--- config.mk ---
export PLATFORM = sky130hd
export DESIGN_NAME = uart_tx
export DESIGN_NICKNAME = d
export VERILOG_FILES = /design/src/rtl/uart_tx.sv
export SDC_FILE = /design/constraint.sdc
export NUM_CORES = 1
export LEC_CHECK = 0
export ABC_AREA = 1
export BUFFER_PORTS_ARGS = -buffer_cell sky130_fd_sc_hd__buf_2
export CAP_MARGIN = 15
export CORE_MARGIN = 2
export CORE_UTILIZATION = 57
export DETAILED_ROUTE_END_ITERATION = 10
export PLACE_DENSITY = 0.89
export SLEW_MARGIN = 20
export SYNTH_ARGS = -nofsm -noshare
export SYNTH_HDL_FRONTEND = slang
export SYNTH_SLANG_ARGS = --single-unit
--- constraint.sdc ---
create_clock -name clk -period 1.9 [get_ports clk]
set_input_delay 0.19 -clock clk [delete_from_list [all_inputs] [get_ports clk]]
set_output_delay 0.19 -clock clk [all_outputs]
set_load 0.05 [all_outputs]
--- src/rtl/uart_tx.sv ---
// rtl/uart_tx.sv - UART serial transmitter with start, LSB-first data, optional parity, stop.
module uart_tx #(
  parameter int DATA_WIDTH   = 8,
  parameter int CLKS_PER_BIT = 16
) (
  input  logic                  clk,
  input  logic                  arst_n,
  input  logic [DATA_WIDTH-1:0] tx_data,
  input  logic                  tx_valid,
  output logic                  tx_ready,
  input  logic                  par_en,
  input  logic                  par_type,
  output logic                  tx_out,
  output logic                  busy
);

  localparam int CNT_W = $clog2(CLKS_PER_BIT);
  localparam int IDX_W = $clog2(DATA_WIDTH);
  localparam logic [CNT_W-1:0] CNT_MAX  = CNT_W'(CLKS_PER_BIT - 1);
  localparam logic [IDX_W-1:0] LAST_BIT = IDX_W'(DATA_WIDTH - 1);

  typedef enum logic [2:0] {
    S_IDLE,
    S_START,
    S_DATA,
    S_PARITY,
    S_STOP
  } state_t;

  state_t                  state;
  logic [CNT_W-1:0]        cnt;
  logic [IDX_W-1:0]        bit_idx;
  logic [DATA_WIDTH-1:0]   shift_reg;
  logic                    par_en_q;
  logic                    par_bit;
  logic                    bit_end;

  assign bit_end = (cnt == CNT_MAX);

  // tx_out is loaded with the next bit's value on the edge that enters each state,
  // so the line changes in the same cycle as the state and never glitches.
  always_ff @(posedge clk or negedge arst_n) begin
    if (!arst_n) begin
      state     <= S_IDLE;
      cnt       <= '0;
      bit_idx   <= '0;
      shift_reg <= '0;
      par_en_q  <= 1'b0;
      par_bit   <= 1'b0;
      tx_out    <= 1'b1;
      tx_ready  <= 1'b1;
      busy      <= 1'b0;
    end else begin
      if (state == S_IDLE || bit_end) cnt <= '0;
      else                            cnt <= cnt + 1'b1;

      case (state)
        S_IDLE: begin
          tx_out <= 1'b1;
          if (tx_valid) begin
            shift_reg <= tx_data;
            par_en_q  <= par_en;
            par_bit   <= (^tx_data) ^ par_type;
            tx_out    <= 1'b0;
            tx_ready  <= 1'b0;
            busy      <= 1'b1;
            state     <= S_START;
          end
        end
        S_START: begin
          if (bit_end) begin
            bit_idx <= '0;
            tx_out  <= shift_reg[0];
            state   <= S_DATA;
          end
        end
        S_DATA: begin
          if (bit_end) begin
            if (bit_idx == LAST_BIT) begin
              if (par_en_q) begin
                tx_out <= par_bit;
                state  <= S_PARITY;
              end else begin
                tx_out <= 1'b1;
                state  <= S_STOP;
              end
            end else begin
              bit_idx   <= bit_idx + 1'b1;
              shift_reg <= {1'b0, shift_reg[DATA_WIDTH-1:1]};
              tx_out    <= shift_reg[1];
            end
          end
        end
        S_PARITY: begin
          if (bit_end) begin
            tx_out <= 1'b1;
            state  <= S_STOP;
          end
        end
        S_STOP: begin
          if (bit_end) begin
            tx_out   <= 1'b1;
            tx_ready <= 1'b1;
            busy     <= 1'b0;
            state    <= S_IDLE;
          end
        end
        default: begin
          tx_out   <= 1'b1;
          tx_ready <= 1'b1;
          busy     <= 1'b0;
          state    <= S_IDLE;
        end
      endcase
    end
  end

endmodule
Word-level counts from Yosys, hierarchy flattened. Cells that the tools add are included.

Register bits after elaboration: 23. Input bits: 13. Output and inout bits: 3. Word-level logic and storage cells: 68.

Reduce and logical (&&, ||, !) cells: 13. Equality and inequality tests: 14. Multiplexer cells: 28. Add/subtract/negate cells: 2. Bitwise logic cells: 2.

Operators with widths (number): two-way mux 3 bit (9); two-way mux 8 bit (3); case mux 8 bit (2 select lines) (1); case mux 3 bit (5 select lines) (1); inequality test 2 bit (second input constant) (7); two-way mux 1 bit (9); AND reduction 4 bit (2); parity 8 bit (1); == test 3 x 2 -> 1 bit (second input constant) (2); == test 3 bit (second input constant) (2); case mux 1 bit (3 select lines) (2); case mux 3 bit (2 select lines) (1); AND reduction 3 bit (2); AND reduction 6 bit (1); adder 4 x 1 -> 4 bit (second input constant) (1); == test 4 bit (second input constant) (1); two-way mux 4 bit (1); case mux 1 bit (4 select lines) (1); nonzero test 2 bit (2); adder 3 x 1 -> 3 bit (second input constant) (1); == test 3 x 1 -> 1 bit (second input constant) (1); zero test 3 bit (1); OR reduction 3 bit (1); inequality test 2 x 1 -> 1 bit (second input constant) (1); 5 further kinds (5).

Logic depth before layout (Yosys ltp).
Word-level depth: 4. Mapped depth: 10. Depth with buffers taken out: 10.

Least setup slack after synthesis. OpenSTA, ideal clock, no wires.

Kind: register -> register. Start point: reg cnt[0]. End point: reg shift_reg[5]. Clock period less this slack: 1.478 ns. Path buffers: 1. Setup time: 0.117 ns. Path slack: 0.422 ns. Arrival time: 1.361 ns. Required time: 1.783 ns. Cell stages (with the launch flop): 9. Path through: dfrtp_1 > ha_1 > nand3_1 > inv_1 > o21ai_2 > nand2_8 > buf_12 > nand2_2 > o21ai_2.

Longest elaborated chain between the ends: 3.

Ends and longest elaborated chain: start: declaration (RTL line 31) `logic [CNT_W-1:0] cnt;`; start signal: assignment (RTL line 55) `else cnt <= cnt + 1'b1;`; == test 4 bit (RTL line 38) `assign bit_end = (cnt == CNT_MAX);`; inequality test 2 bit (no source line); AND reduction 4 bit (no source line); end signal: assignment (RTL line 61) `shift_reg <= tx_data;`; end signal: assignment (RTL line 89) `shift_reg <= {1'b0, shift_reg[DATA_WIDTH-1:1]};`; end: declaration (RTL line 33) `logic [DATA_WIDTH-1:0] shift_reg;`.

No other way between the ends. A chain may end at the register's enable or synchronous reset.

Final worst setup path.
Start point: reg cnt[0]. End point: reg shift_reg[7].

The elaborated chain is that of the path after synthesis.

==> reports/summary.txt <==
maximum clock path buffer count: 2
clock network latency to the later pin of the worst-skew pair: 320 ps
mean cell area of the mapped netlist: 7.98 um2
setup total negative slack: 0 ps
post-route clock period utilization: 0.823
First DRT Iteration DRCs: 14
Peak VDD IR: 1000 uV
drt total wl: 2680 um
most frequent standard cell in the layout excluding fill and tap cells: nand2_1
number of antenna-violating nets in the routed design: 0
grt total ovfl: 0
Core Footprint: 2450 um2
Reg2Reg Setup Slack: 340 ps
initial antenna violation count: 0
number of flip-flops under the largest register name: 8
Total Routing Usage GR: 0.219
final cell area excluding filler cells: 1600 um2
post-synthesis net count: 202
Via-to-Cell Ratio: 5.09
setup repair after global routing missed its margin: no
number of placed I/O pins: 16
Post-Synthesis Cells: 185
Yosys Warn Count: 0
endpoints failing hold: 0
worst-case headroom to the max-slew limit: 0.662
DRC viols: 0
clock tree from TritonCTS: yes
arrival time at the worst endpoint: 1790 ps
number of buffers inserted by port buffering: 15
Yosys reg bits: 23
Synth Cell Area: 1480 um2
type of element capturing the critical path: flip-flop
transition time of the tightest slew-check pin: 507 ps
number of diodes added for antenna fixing: 0
Max Slew Vio Count: 0
half-perimeter wire length after detailed placement: 2150 um
1st-pass router iterations: 4
clock period minus worst slack: 1560 ps
pin count of the biggest net entering global routing: 24
area share of the largest cell type after synthesis: 0.356
Routability Congestion: 0.828
biggest area contributors in the synthesized netlist: dfrtp_1, nand2_1, inv_1, nand3_1, o21ai_2
Clk Tree Root Cell: clkbuf_4
min-delay worst type: in -> reg
die width: 54.9 um
fraction of final layout cells sized beyond drive strength 1: 0.227
Num Clock Sinks: 23
count of distinct cell types in the synthesized netlist: 25
via count: 1187
number of H-tree branching levels: 1
status: finished clean
number of clock buffers inserted by TritonCTS: 3
vias in the first global route: 1127
Std-Cell Rows: 18
power per cell area: 1430 nW/um2
leakage power figure: 0.854 nW
Non-Filler Instances: 233
total setup buffers inserted after CTS: 0
reported max-cap violation count: 0
post-detailed-placement cell area: 1560 um2
CP required: 2130 ps
Cells after DPL: 228
post-detailed-route wirelength per cell: 11.5 um
critical path fanouts, max: 16
share of synthesized area occupied by flip-flops and latches: 0.392
count of final setup violators: 0
Die Footprint: 3010 um2
first-pass GRT wire length: 4680 um
most frequent cells in the layout: nand2_1, inv_1, dfrtp_1, nand3_1, o21ai_0
clock skew after layout: 1.50 ps
net total in the final layout: 221
Die Height: 54.9 um
layout overhead on the synthesized area: 8.47%
maximum achievable frequency: 0.639 GHz
initial core utilization: 0.601
startpoint type of the worst setup path: flip-flop
top cell type by total area after synthesis: dfrtp_1
critical setup path kind: reg -> reg
clk slew on worst S/H paths: 120 ps
==> cell type report <==
cell class	count	area (um2)
multi-input cells	129	742
clock buffers	3	22.5
fillers	220	853
flip-flops and latches	23	578
inverters	30	124
repair buffers	17	92.6
well taps	30	37.5
clock inverters	1	5.00
==> stage by stage <==
step           hold WS [ps]  worst slack (ps)   util  power (W)
5_1_grt                 102               194  0.652    0.00250
2_1_floorplan          -106               422      -    0.00188
3_3_place_gp            178               408  0.637    0.00203
6_report               96.0               336  0.652    0.00229
3_5_place_dp            189               357  0.637    0.00207
4_1_cts                 101               321  0.652    0.00230
==> cells by family after synthesis <==
kind of cell | share of synthesized area
and+or+nand+nor | 0.296
AOI/OAI and AO/OA | 0.149
buffers and inverters | 0.106
DFF | 0.392
xor gates and xnor gates | 0.0237
adders and majority gates | 0.0339
==> critical path: stages (launching register included) <==
cell and delay, ps:
dfrtp_1 420, ha_1 230, nand3_1 160, inv_1 120
o21ai_2 240, nand2_8 140, nand3_1 110, o21ai_2 60
==> where the power goes <==
group | total [W] | internal (W) | switching [W]
combinational | 0.00124 | 0.000418 | 0.000822
clock | 0.000231 | 0.0000791 | 0.000152
sequential | 0.000818 | 0.000695 | 0.000122
total | 0.00229 | 0.00119 | 0.00110
==> final timing paths <==
| kind | cells past startpoint | from | end |
|---|---|---|---|
| worst max-delay path | 7 | cnt[0]$_DFF_PN0_ | shift_reg[7]$_DFFE_PN0P_ |
| worst min-delay path | 3 | par_en | par_en_q$_DFFE_PN0P_ |
| worst max register to register | 7 | cnt[0]$_DFF_PN0_ | shift_reg[7]$_DFFE_PN0P_ |
| worst min register to register | 1 | cnt[0]$_DFF_PN0_ | cnt[0]$_DFF_PN0_ |
| max in group asynchronous | 2 | arst_n | tx_ready$_DFFE_PN1P_ |
| min in group asynchronous | 2 | arst_n | par_en_q$_DFFE_PN0P_ |
==> routing by layer <==
layer  up-vias  track usage  part of all wire  routed length [um]
li1        622            -                 -                   -
met1       529        0.266              0.45                1190
met2        29        0.395              0.50                1340
met3         7       0.0161             0.033                  88
met4         0       0.0976             0.022                  59
met5         -            0                 0                   0
==> synth_stat cells, drive strengths merged <==
| master | n |
|---|---|
| dfrtp | 21 |
| o21ai | 27 |
| xnor2 | 2 |
| buf | 3 |
| dfstp | 2 |
| inv | 29 |
| o21a | 1 |
| ha | 4 |
| o211ai | 2 |
| nand3 | 19 |
| a21oi | 5 |
| xor2 | 2 |
| nand2 | 53 |
| nor2 | 14 |
| clkinv | 1 |
==> timing repair <==
item / CTS / global route
hold buffers: 1 / 0
gates resized for setup: 0 / 0
hold endpoints to repair: 21 / 0
Power figures use the tool's default switching activity.
